$ cat src/rtl/button_bank_debouncer.sv
// Multi-key push-button debouncer with a shared tick, long-press detection and a round-robin event queue.
// Optional auto-repeat events are built when BUTTON_BANK_AUTO_REPEAT_EN is defined.
module button_bank_debouncer #(
  parameter int unsigned NUM_KEYS       = 4,
  parameter int unsigned ACTIVE_LOW     = 1,
  parameter int unsigned TICK_DIV       = 50000,
  parameter int unsigned DEBOUNCE_TICKS = 10,
  parameter int unsigned LONG_TICKS     = 1000,
  parameter int unsigned REPEAT_TICKS   = 100,
  localparam int unsigned KW = (NUM_KEYS > 1) ? $clog2(NUM_KEYS) : 1
) (
  input  logic                clk,
  input  logic                reset,
  input  logic [NUM_KEYS-1:0] key_in,
  output logic [NUM_KEYS-1:0] key_state,
  output logic [NUM_KEYS-1:0] key_press,
  output logic [NUM_KEYS-1:0] key_release,
  output logic                evt_valid,
  input  logic                evt_ready,
  output logic [KW-1:0]       evt_key,
  output logic [1:0]          evt_type,
  output logic                evt_overflow,
  input  logic                clear_overflow
);

  localparam int unsigned PW   = $clog2(TICK_DIV);
  localparam int unsigned DW   = $clog2(DEBOUNCE_TICKS + 1);
  localparam int unsigned MAXC = (LONG_TICKS > REPEAT_TICKS) ? LONG_TICKS : REPEAT_TICKS;
  localparam int unsigned CW   = $clog2(MAXC + 1);
  localparam logic [NUM_KEYS-1:0] PIN_IDLE = (ACTIVE_LOW != 0) ? {NUM_KEYS{1'b1}} : '0;

  logic [NUM_KEYS-1:0]          sync1_q, sync1_d, sync2_q, sync2_d;
  logic [PW-1:0]                pre_q, pre_d;
  logic [NUM_KEYS-1:0][DW-1:0]  deb_q, deb_d;
  logic [NUM_KEYS-1:0]          stable_q, stable_d;
  logic [NUM_KEYS-1:0][CW-1:0]  hold_q, hold_d;
  logic [NUM_KEYS-1:0]          key_state_q, key_state_d;
  logic [NUM_KEYS-1:0]          key_press_q, key_press_d;
  logic [NUM_KEYS-1:0]          key_release_q, key_release_d;
  logic [NUM_KEYS-1:0][3:0]     pend_q, pend_d;
  logic                         evt_valid_q, evt_valid_d;
  logic [KW-1:0]                evt_key_q, evt_key_d;
  logic [1:0]                   evt_type_q, evt_type_d;
  logic [KW-1:0]                last_q, last_d;
  logic                         ovf_q, ovf_d;
`ifdef BUTTON_BANK_AUTO_REPEAT_EN
  logic [NUM_KEYS-1:0][CW-1:0]  rep_q, rep_d;
`endif

  logic [NUM_KEYS-1:0]          synced_c, long_c, rep_c;
  logic                         tick_c, xfer_c, arb_found_c;
  logic [NUM_KEYS-1:0][3:0]     set_c, clr_c, pend_avail_c;
  int unsigned                  arb_idx;

  always_comb begin
    sync1_d       = key_in;
    sync2_d       = sync1_q;
    synced_c      = (ACTIVE_LOW != 0) ? ~sync2_q : sync2_q;
    tick_c        = (pre_q == PW'(TICK_DIV - 1));
    pre_d         = tick_c ? '0 : pre_q + 1'b1;
    stable_d      = stable_q;
    deb_d         = deb_q;
    hold_d        = hold_q;
    long_c        = '0;
    rep_c         = '0;
`ifdef BUTTON_BANK_AUTO_REPEAT_EN
    rep_d         = rep_q;
`endif
    for (int k = 0; k < NUM_KEYS; k++) begin
      // Any agreement with the stable level restarts the debounce window.
      if (synced_c[k] == stable_q[k]) begin
        deb_d[k] = '0;
      end else if (tick_c) begin
        if (deb_q[k] == DW'(DEBOUNCE_TICKS - 1)) begin
          stable_d[k] = ~stable_q[k];
          deb_d[k]    = '0;
        end else begin
          deb_d[k] = deb_q[k] + 1'b1;
        end
      end
      if (!stable_q[k]) begin
        hold_d[k] = '0;
      end else if (tick_c && (hold_q[k] != CW'(LONG_TICKS))) begin
        hold_d[k] = hold_q[k] + 1'b1;
        long_c[k] = (hold_q[k] == CW'(LONG_TICKS - 1));
      end
`ifdef BUTTON_BANK_AUTO_REPEAT_EN
      if (!stable_q[k]) begin
        rep_d[k] = '0;
      end else if (tick_c && (hold_q[k] == CW'(LONG_TICKS))) begin
        if (rep_q[k] == CW'(REPEAT_TICKS - 1)) begin
          rep_d[k] = '0;
          rep_c[k] = 1'b1;
        end else begin
          rep_d[k] = rep_q[k] + 1'b1;
        end
      end
`endif
    end
    key_state_d   = stable_q;
    key_press_d   = stable_q & ~key_state_q;
    key_release_d = ~stable_q & key_state_q;
  end

  // Pending-event bookkeeping: a new strobe on an occupied slot is merged and flagged.
  always_comb begin
    xfer_c = evt_valid_q && evt_ready;
    for (int k = 0; k < NUM_KEYS; k++) begin
      set_c[k] = {key_release_q[k], rep_c[k], long_c[k], key_press_q[k]};
      for (int t = 0; t < 4; t++) begin
        clr_c[k][t] = xfer_c && (evt_key_q == KW'(k)) && (evt_type_q == 2'(t));
      end
    end
    pend_avail_c = pend_q & ~clr_c;
    pend_d       = pend_avail_c | set_c;
    ovf_d        = (|(pend_avail_c & set_c)) | (ovf_q & ~clear_overflow);
  end

  // Round-robin over keys after the last one served; lowest type wins within a key.
  always_comb begin
    evt_valid_d = evt_valid_q;
    evt_key_d   = evt_key_q;
    evt_type_d  = evt_type_q;
    last_d      = last_q;
    arb_found_c = 1'b0;
    arb_idx     = 0;
    if (!evt_valid_q || xfer_c) begin
      evt_valid_d = 1'b0;
      for (int unsigned i = 1; i <= NUM_KEYS; i++) begin
        arb_idx = (32'(last_q) + i) % NUM_KEYS;
        if (!arb_found_c && (|pend_avail_c[arb_idx])) begin
          arb_found_c = 1'b1;
          evt_valid_d = 1'b1;
          evt_key_d   = KW'(arb_idx);
          last_d      = KW'(arb_idx);
          for (int t = 3; t >= 0; t--) begin
            if (pend_avail_c[arb_idx][t]) evt_type_d = 2'(t);
          end
        end
      end
    end
  end

  always_ff @(posedge clk or posedge reset) begin
    if (reset) begin
      sync1_q       <= PIN_IDLE;
      sync2_q       <= PIN_IDLE;
      pre_q         <= '0;
      deb_q         <= '0;
      stable_q      <= '0;
      hold_q        <= '0;
      key_state_q   <= '0;
      key_press_q   <= '0;
      key_release_q <= '0;
      pend_q        <= '0;
      evt_valid_q   <= 1'b0;
      evt_key_q     <= '0;
      evt_type_q    <= '0;
      last_q        <= KW'(NUM_KEYS - 1);
      ovf_q         <= 1'b0;
`ifdef BUTTON_BANK_AUTO_REPEAT_EN
      rep_q         <= '0;
`endif
    end else begin
      sync1_q       <= sync1_d;
      sync2_q       <= sync2_d;
      pre_q         <= pre_d;
      deb_q         <= deb_d;
      stable_q      <= stable_d;
      hold_q        <= hold_d;
      key_state_q   <= key_state_d;
      key_press_q   <= key_press_d;
      key_release_q <= key_release_d;
      pend_q        <= pend_d;
      evt_valid_q   <= evt_valid_d;
      evt_key_q     <= evt_key_d;
      evt_type_q    <= evt_type_d;
      last_q        <= last_d;
      ovf_q         <= ovf_d;
`ifdef BUTTON_BANK_AUTO_REPEAT_EN
      rep_q         <= rep_d;
`endif
    end
  end

  assign key_state    = key_state_q;
  assign key_press    = key_press_q;
  assign key_release  = key_release_q;
  assign evt_valid    = evt_valid_q;
  assign evt_key      = evt_key_q;
  assign evt_type     = evt_type_q;
  assign evt_overflow = ovf_q;

endmodule

$ cat config.mk
export PLATFORM = sky130hd
export DESIGN_NAME = button_bank_debouncer
export DESIGN_NICKNAME = d
export VERILOG_FILES = /design/src/rtl/button_bank_debouncer.sv
export SDC_FILE = /design/constraint.sdc
export NUM_CORES = 1
export LEC_CHECK = 0
export ABC_AREA = 0
export ABC_CLOCK_PERIOD_IN_PS = 5000
export CELL_PAD_IN_SITES_DETAIL_PLACEMENT = 1
export CELL_PAD_IN_SITES_GLOBAL_PLACEMENT = 2
export CORE_MARGIN = 3
export CORE_UTILIZATION = 41
export CTS_BUF_LIST = sky130_fd_sc_hd__clkbuf_4
export CTS_CLUSTER_SIZE = 20
export DETAILED_ROUTE_END_ITERATION = 7
export MAX_ROUTING_LAYER = met4
export PLACE_DENSITY_LB_ADDON = 0.25
export SETUP_SLACK_MARGIN = 0.1
export SYNTH_ARGS = -nofsm -noshare
export SYNTH_HDL_FRONTEND = slang
export SYNTH_SLANG_ARGS = --single-unit
$ cat constraint.sdc
create_clock -name clk -period 5 [get_ports clk]
set_clock_uncertainty 0.1 [all_clocks]
set_input_delay 0.75 -clock clk [delete_from_list [all_inputs] [get_ports clk]]
set_output_delay 0.75 -clock clk [all_outputs]
set_load 0.01 [all_outputs]
==> run metrics, run 1 <==
Sw Pwr=1.11 mW; clk slew on worst S/H paths=100 ps; vias=4700; Comb power frac=36.3%; post-route minimum period=3490 ps; Routed Antenna Nets=0; vias in the first global route=5002; FMAX=0.287 GHz; initial antenna violation count=0; postcts setup bufs=0; Mean Syn Cell Area=9.88 um^2; crit path buf inv count=1; Syn. warnings=0; RSZ-0062 raised after global routing=false; Total GRT Usage=19.4%; Synth Cell Area=0.00614 mm^2; setup violators final=0; # IOs=26; cts repair resizes=0; crit start category=input pin; CTS H-tree lvls=4; vias per inst=5.56; Power Dens Cells=425 mW/mm^2; DRC viols=0; LEAKAGE=3.01 nW; Non-Filler Instances=846; hpwl dp=10500 um; Initial DRC Count=194; Slew @ Worst Pin=780 ps; Hold Path Class=flop to flop; CTS tree=built; DR WL/cell=17.1 um; kind of cell adding the most delay to the critical path=compound AO/OA/AOI/OAI gates; Die Width=128 um; layout cells sized above 1=8.31%; CP Cell Sequence=clkdlybuf4s50_1 -> nand4b_1 -> o21ai_1 -> mux2i_1 -> nor3_1 -> o22ai_1 -> or3_1 -> a21o_1 -> a221o_1 -> a2bb2oi_1; CTS Buf Count=17; CORE AREA=0.0146 mm^2; global route overflow=0; Hold Fails Final Rpt=0; number of filler cells placed in the layout=1638; max-cap check violation count=0; kind of critical path=input pin to flop; antenna cells=0; die area=0.0165 mm^2; Setup TNS=0 ps; Pint=1.80 mW; I/O Buffers=25; Sequential Power Share=40.1%; status=finished, final reports clean; Crit Path Max Fanout=6; ys flop type=dfrtp_1; starting density of the core=42.1%; Worst slew margin=48.0%; Pre-antenna DRT Iters=4; clock buffer depth=2; total placed cells including tap cells=814; crit-path max cell delay=610 ps; hold buffers post-CTS=0; # clock sinks=120; switching portion of total power=38.2%; period utilisation layout=69.7%; global-route wire length before repair=24800 um; max-slew violation count=0; Mapped Nets=646; number of flops mapped to enable cells by yosys=0; Req. time, crit path=5360 ps; Nets=674; Root Buffer=clkbuf_4; area grow syn2layout=11.6%; Post-Route WL=14500 um; CP arrival=3850 ps; fraction of registers with async set/reset=100%; register area share after synthesis=49.1%; maximum VDD drop=0.210 mV; synthesized instance count=621; clock power share=23.6%; post-synth cell types=57; largest net degree at the start of global routing=62; slowest CP cell=clkdlybuf4s50_1; GPL Wtd Cong=0.884; crit end category=flop; Synth Register Bits=120; worst skew pair latency=550 ps; placement row count=44; Die Ht=128 um
[worst register-to-register path, cell delays in order, from the launching register on]
cell,delay [ps]
dfstp_2,980
xor2_1,640
nor3_1,190
o22ai_1,550
nor4b_1,320
o32ai_1,160
xnor2_1,180
o21ai_1,80
[sequential cells by signal, summed over array words and instances (netlist names), 4 cells and up]
signal / flops
sync2_q: 4
pend_q: 16
hold_q: 40
key_release: 4
deb_q: 16
key_state: 4
sync1_q: 4
key_state_d: 4
key_press: 4
pre_q: 16
[Yosys cell counts (all sizes together), types with 4 or more instances]
cell type | instances | share of area, %
a21boi | 7 | 0.86
a21oi | 24 | 2.0
a31oi | 6 | 0.61
and2 | 30 | 3.1
and3 | 9 | 0.92
and3b | 4 | 0.57
buf | 6 | 0.45
clkbuf | 13 | 0.80
dfrtp | 110 | 45
dfstp | 10 | 4.3
ha | 17 | 3.5
inv | 29 | 1.8
mux2i | 21 | 3.4
nand2 | 53 | 3.2
nand2b | 6 | 0.61
nand3 | 11 | 0.90
nand4 | 15 | 1.5
nand4b | 7 | 1.0
nor2 | 39 | 2.4
nor2b | 17 | 1.7
nor3 | 32 | 2.8
o21ai | 33 | 2.8
o22ai | 9 | 0.92
or2 | 5 | 0.51
or3 | 16 | 1.6
xnor2 | 36 | 5.1
xor2 | 16 | 2.3
[per-stage QoR]
| stage | power (mW) | hold WS [ps] | util [%] | instance area, um^2 | worst slack (ps) |
|---|---|---|---|---|---|
| final | 2.91 | 260 | 46.9 | 6850 | 1510 |
| after global routing | 3.11 | 264 | 46.9 | 6850 | 1350 |
| after CTS | 2.94 | 257 | 46.9 | 6850 | 1610 |
| after detailed placement | 2.23 | 247 | 45.1 | 6580 | 1040 |
| after global placement | 2.23 | 246 | 45.1 | 6580 | 1160 |
| after floorplan | 1.95 | 245 | - | 6140 | 981 |
[layout make-up]
cell class / instances / area (um^2) / share of cell area (%)
Clock buffer: 22 / 165 / 2.41
Clock inverter: 10 / 106 / 1.55
Inverter: 30 / 115 / 1.68
Multi-Input combinational cell: 452 / 2930 / 42.8
Sequential cell: 120 / 3020 / 44.0
Tap cell: 184 / 230 / 3.36
Timing Repair Buffer: 28 / 285 / 4.17
[power by group through the flow]
stage	clock [mW]	sequential [mW]	combinational (mW)
2_1_floorplan	0	1.11	0.841
3_3_place_gp	0	1.18	1.04
3_5_place_dp	0	1.18	1.05
4_1_cts	0.716	1.17	1.06
5_1_grt	0.759	1.18	1.17
6_report	0.687	1.17	1.06
[path summary, 6_finish.rpt]
path                          endpoint  cells past startpoint  slack [ps]  startpoint
max                        evt_type[0]                     10        1510   evt_ready
min                         sync2_q[0]                      0         260  sync1_q[0]
max reg2reg                 evt_key[1]                      7        1690   last_q[0]
min reg2reg                 sync2_q[0]                      0         260  sync1_q[0]
max in group asynchronous   sync1_q[0]                      3        3350       reset
min in group asynchronous   hold_q[25]                      2         600       reset
[cell usage in the layout, fill, tap and decap left out, types with 4 or more instances in the layout]
cell / instances
inv_1: 28
xor2_1: 16
nand4b_1: 7
and2_1: 30
a21boi_0: 6
dfstp_2: 10
ha_1: 17
mux2i_1: 21
and3_1: 9
o21ai_1: 15
nand2_1: 53
clkinv_1: 4
dfrtp_1: 110
and3b_1: 4
nor2_1: 39
nor3_1: 30
nor2b_1: 17
o21ai_0: 16
a21oi_1: 24
o22ai_1: 9
clkdlybuf4s50_1: 25
nand3_1: 11
or3_1: 16
nand4_1: 15
xnor2_1: 36
nand2b_1: 6
a31oi_1: 6
clkbuf_4: 22
[logic make-up (layout without fill, tap and decap cells)]
family | after synthesis | after routing | synth area share (%)
flops | 120 | 120 | 49.1
simple gates | 254 | 254 | 22.2
buf+inv | 49 | 90 | 3.08
compound gates | 106 | 106 | 10.9
xor+xnor | 52 | 52 | 7.42
fa+ha+maj | 17 | 17 | 3.47
mux | 23 | 23 | 3.79
[per-layer routing]
metal	wire [um]	share of wire, %	global-route usage [%]	up-vias
met3	389	2.7	4.28	25
met2	7290	50	31.5	61
met4	275	1.9	7.12	0
li1	-	-	-	2226
met1	6520	45	24.0	2388
met5	0	0	-	-
Note: power is estimated with default switching activity, not from simulation.
==> run 2, diff against run 1 <==
- ABC_CLOCK_PERIOD_IN_PS: 5000 -> 3380
- clock period: 5 -> 3.38 ns (I/O delays scaled with it)
==> run metrics, run 2 (synthesized netlist as in run 1, its figures left out) <==
Biggest register=hold_q; Root Buffer=clkbuf_4; hold buffers post-CTS=0 (unchanged); # clock sinks=120 (unchanged); crit start category=input pin; total placed cells including tap cells=855 (+5.0%); crit end category=flop; Hold Path Class=flop to flop; Req. time, crit path=3730 ps (-1630 ps); setup violators final=0 (unchanged); largest net degree at the start of global routing=121 (+95%); status=finished, final reports clean; post-route minimum period=3070 ps; CTS H-tree lvls=4 (unchanged); Power Dens Cells=653 mW/mm^2 (+54%); global route overflow=0 (unchanged); Sw Pwr=1.79 mW (+61%); post-route cell area=0.00714 mm^2 (+4.3%); most frequent cells in the layout=dfrtp_1 (110), nand2_1 (53), buf_4 (43); max-slew violation count=0 (unchanged); Worst slew margin=49.6% (+1.6 points); DRC viols=0 (unchanged); DR WL/cell=16.6 um (-2.8%); Slew @ Worst Pin=750 ps (-29.4 ps); die area=0.0165 mm^2 (unchanged); Comb power frac=43.3% (+7.0 points); Total GRT Usage=19.7% (+0.28 points); Die Width=128 um (unchanged); Die Ht=128 um (unchanged); Sequential Power Share=36.5% (-3.6 points); hold depth=0 (unchanged); starting density of the core=42.1% (unchanged); placement row count=44 (unchanged); switching portion of total power=38.3% (+0.087 points); CP arrival=3420 ps (-430 ps); GPL Wtd Cong=0.931 (+5.4%); max reg flops=40 (unchanged); CTS tree=built; Post-Place Cell Area=0.00689 mm^2 (+4.7%); cts repair resizes=0 (unchanged); Nets=715 (+6.1%); total power=4.67 mW (+60%); RSZ-0062 raised after global routing=false; clock buffer depth=2 (unchanged); Crit Path Max Fanout=6 (unchanged); Pint=2.88 mW (+60%); period utilisation layout=90.7%; vias=4753 (+1.1%); Initial DRC Count=215 (+11%); global-route wire length before repair=25000 um (+1.0%); # IOs=26 (unchanged); Non-Filler Instances=888 (+5.0%); vias in the first global route=4971 (-0.62%); maximum VDD drop=0.365 mV (+74%); Post-Route WL=14800 um (+2.0%); I/O Buffers=25 (unchanged); kind of critical path=input pin to flop; CORE AREA=0.0146 mm^2 (unchanged); CTS Buf Count=17 (unchanged); post-layout util=49.0% (+2.0 points); FMAX=0.326 GHz; initial antenna violation count=1 (+1); LEAKAGE=3.19 nW (+6.1%); most common cell after layout, fill and taps aside=dfrtp_1; area grow syn2layout=16.4%; Routed Antenna Nets=0 (unchanged); vias per inst=5.35 (-3.7%); Hold Fails Final Rpt=0 (unchanged); worst skew pair latency=520 ps (-30 ps); hpwl dp=10700 um (+1.7%); layout cells sized above 1=14.1% (+5.8 points); Pre-antenna DRT Iters=4 (unchanged); clock power share=20.2% (-3.4 points); clk slew on worst S/H paths=120 ps (+20 ps); reg2reg path depth=9 (+2); max-cap check violation count=0 (unchanged); postcts setup bufs=0 (unchanged); Setup TNS=0 ps (unchanged)
## run 2: metal layers
metal  GRT usage, %  share of wire (%)  vias to the layer above
met5              -                  0                        -
met4           5.49                1.2                        0
met3           4.48                2.4                       17
met2           31.8                 50                       47
met1           25.1                 46                     2373
li1               -                  -                     2316
## run 2: layout make-up
cell class                      instances  area (um^2)
Clock inverter                         15          128
Inverter                               30          116
Fill cell                            1658         7440
Timing Repair Buffer                   69          593
Clock buffer                           17          128
Sequential cell                       120         3020
Antenna cell                            1         2.50
Multi-Input combinational cell        452         2930
Tap cell                              184          230
## run 2: final timing paths
kind                       startpoint           end  slack [ps]
max                         evt_ready   evt_type[0]         310
min                        sync1_q[3]    sync2_q[3]         260
max reg2reg                evt_key[1]   evt_type[0]         380
min reg2reg                sync1_q[3]    sync2_q[3]         260
max in group asynchronous       reset     pend_q[6]        2260
min in group asynchronous       reset  key_state[0]         380
## run 2: worst max-delay path, stage by stage
cell and delay [ps]:
clkdlybuf4s50_1 640, nand4bb_1 290, o21ai_1 310, mux2i_1 130, nor3_1 300, nor2_1 110
or3_1 470, a21o_1 200, a221o_1 280, a2bb2oi_1 160
## run 2: through the flow
stage | setup WS, ps | hold WS (ps)
2_1_floorplan | 698 | 245
3_3_place_gp | -52.9 | 246
3_5_place_dp | -190 | 247
4_1_cts | 389 | 204
5_1_grt | 170 | 197
6_report | 314 | 264
## run 2: power by group through the flow
stage / logic [mW] / registers, mW / clock network [mW]
finish: 2.02 / 1.70 / 0.941
global route: 2.21 / 1.72 / 1.06
CTS: 2.02 / 1.71 / 0.994
detailed placement: 2.00 / 1.73 / 0
global placement: 1.96 / 1.73 / 0
floorplan: 1.24 / 1.64 / 0
==> run 3, diff against run 2 <==
- CORE_MARGIN: 3 -> 8
- CORE_UTILIZATION: 41 -> 43
- DONT_BUFFER_PORTS: not set -> 1
==> run metrics, run 3 (synthesized netlist as in run 1, its figures left out) <==
status=finished, final reports clean; FMAX=0.321 GHz (-1.6%); CP arrival=3480 ps (+60 ps); CTS Buf Count=17 (unchanged); I/O Buffers=0 (-100%); worst skew pair latency=540 ps (+20 ps); kind of critical path=flop to flop; Die Ht=135 um (+5.5%); Worst slew margin=50.6% (+0.95 points); Hold Fails Final Rpt=0 (unchanged); hold depth=3 (+3); Power Dens Cells=644 mW/mm^2 (-1.4%); Die Width=135 um (+5.5%); crit path buf inv count=0 (-1); vias=4543 (-4.4%); max-slew violation count=0 (unchanged); stages on the worst setup path=9 (-1); Setup TNS=0 ps (unchanged); slowest CP cell=dfrtp_1; most common cell after layout, fill and taps aside=dfrtp_1; largest net degree at the start of global routing=121 (unchanged); CORE AREA=0.0139 mm^2 (-4.5%); Initial DRC Count=215 (unchanged); Root Buffer=clkbuf_4; crit end category=flop; maximum VDD drop=0.288 mV (-21%); Slew @ Worst Pin=739 ps (-11.1 ps); DRC viols=0 (unchanged); CP Cell Sequence=or2_1 -> o21ai_1 -> mux2i_1 -> nor3_1 -> nor2_1 -> or3_1 -> a21o_1 -> a221o_1 -> a2bb2oi_1; reg2reg path depth=9 (unchanged); max reg flops=40 (unchanged); max-cap check violation count=0 (unchanged); CTS H-tree lvls=4 (unchanged); die area=0.0183 mm^2 (+11%); vias per inst=5.47 (+2.3%); number of filler cells placed in the layout=1558 (-6.0%); Routed Antenna Nets=0 (unchanged); global route overflow=0 (unchanged); CTS tree=built; Biggest register=hold_q; GPL Wtd Cong=0.828 (-11%); vias in the first global route=4716 (-5.1%); clk slew on worst S/H paths=100 ps (-20 ps); placement row count=43 (-2.3%); RSZ-0062 raised after global routing=true; most frequent cells in the layout=dfrtp_1 (109), nand2_1 (53), nor2_1 (39); Req. time, crit path=3740 ps (about the same); global-route wire length before repair=23700 um (-5.3%); layout cells sized above 1=11.9% (-2.2 points); LEAKAGE=2.97 nW (-6.9%); setup violators final=0 (unchanged); crit-path max cell delay=500 ps (-140 ps); DR WL/cell=16.9 um (+1.8%); hpwl dp=10100 um (-5.9%); Pre-antenna DRT Iters=4 (unchanged); clock buffer depth=2 (unchanged); Hold Path Class=input pin to flop; Post-Route WL=14000 um (-4.9%); kind of cell adding the most delay to the critical path=simple AND/OR/NAND/NOR gates; Nets=662 (-7.4%); post-route cell area=0.00678 mm^2 (-5.1%); initial antenna violation count=1 (unchanged); period utilisation layout=92.2% (+1.5 points); crit start category=flop; Total GRT Usage=16.7% (-3.0 points); starting density of the core=44.0% (+2.0 points); # clock sinks=120 (unchanged); post-route minimum period=3110 ps (+49.4 ps); Crit Path Max Fanout=7 (+1); area grow syn2layout=10.4%; Post-Place Cell Area=0.00636 mm^2 (-7.6%); # IOs=26 (unchanged)
## run 3: power breakdown
| part | internal [mW] | switching (mW) |
|---|---|---|
| Combinational | 0.671 | 0.989 |
| Sequential | 1.56 | 0.158 |
| Clock | 0.448 | 0.539 |
## run 3: cell type report
| class | count | area (um^2) | share of cell area, % |
|---|---|---|---|
| flip-flops and latches | 120 | 3020 | 44.5 |
| multi-input cells | 452 | 3010 | 44.4 |
| well taps | 180 | 225 | 3.32 |
| clock buffers | 20 | 150 | 2.22 |
| repair buffers | 16 | 145 | 2.14 |
| inverters | 30 | 116 | 1.72 |
| clock inverters | 11 | 111 | 1.64 |
| diodes | 1 | 2.50 | 0.0369 |
## run 3: repair_timing
item	in CTS	in global routing
hold buffers	5	0
resized for setup	0	18
setup endpoints to repair	0	5
hold endpoints to repair	114	0
setup buffers	0	3
## run 3: worst register-to-register path: cells and delay by family, from the launching register on
family | cells | cell delay, ps
AOI/OAI and AO/OA | 4 | 910
and+or+nand+nor | 4 | 1330
DFF | 1 | 500
muxes | 1 | 200
## run 3: path summary, 6_finish.rpt
path                              from          end  slack (ps)
max                        evt_type[1]  evt_type[0]         270
min in group asynchronous        reset     deb_q[7]         510
max reg2reg                evt_type[1]  evt_type[0]         270
min                          evt_ready  evt_type[0]         130
min reg2reg                 sync1_q[1]   sync2_q[1]         250
max in group asynchronous        reset     deb_q[8]        2180
## run 3: routing by layer
layer | part of all wire [%] | global-route usage, %
met5 | 0 | -
met4 | 1.2 | 6.23
met3 | 3.8 | 3.78
met2 | 49 | 26.1
met1 | 46 | 20.7
## run 3: stage by stage
step	worst slack (ps)	power, mW	hold slack [ps]	util [%]	std cells
detailed placement	240	3.29	248	45.6	790
floorplan	698	2.89	245	-	621
global placement	336	3.29	247	45.6	790
finish	265	4.36	129	48.6	830
CTS	199	4.30	84.2	47.9	826
global route	66.9	4.65	125	48.6	830
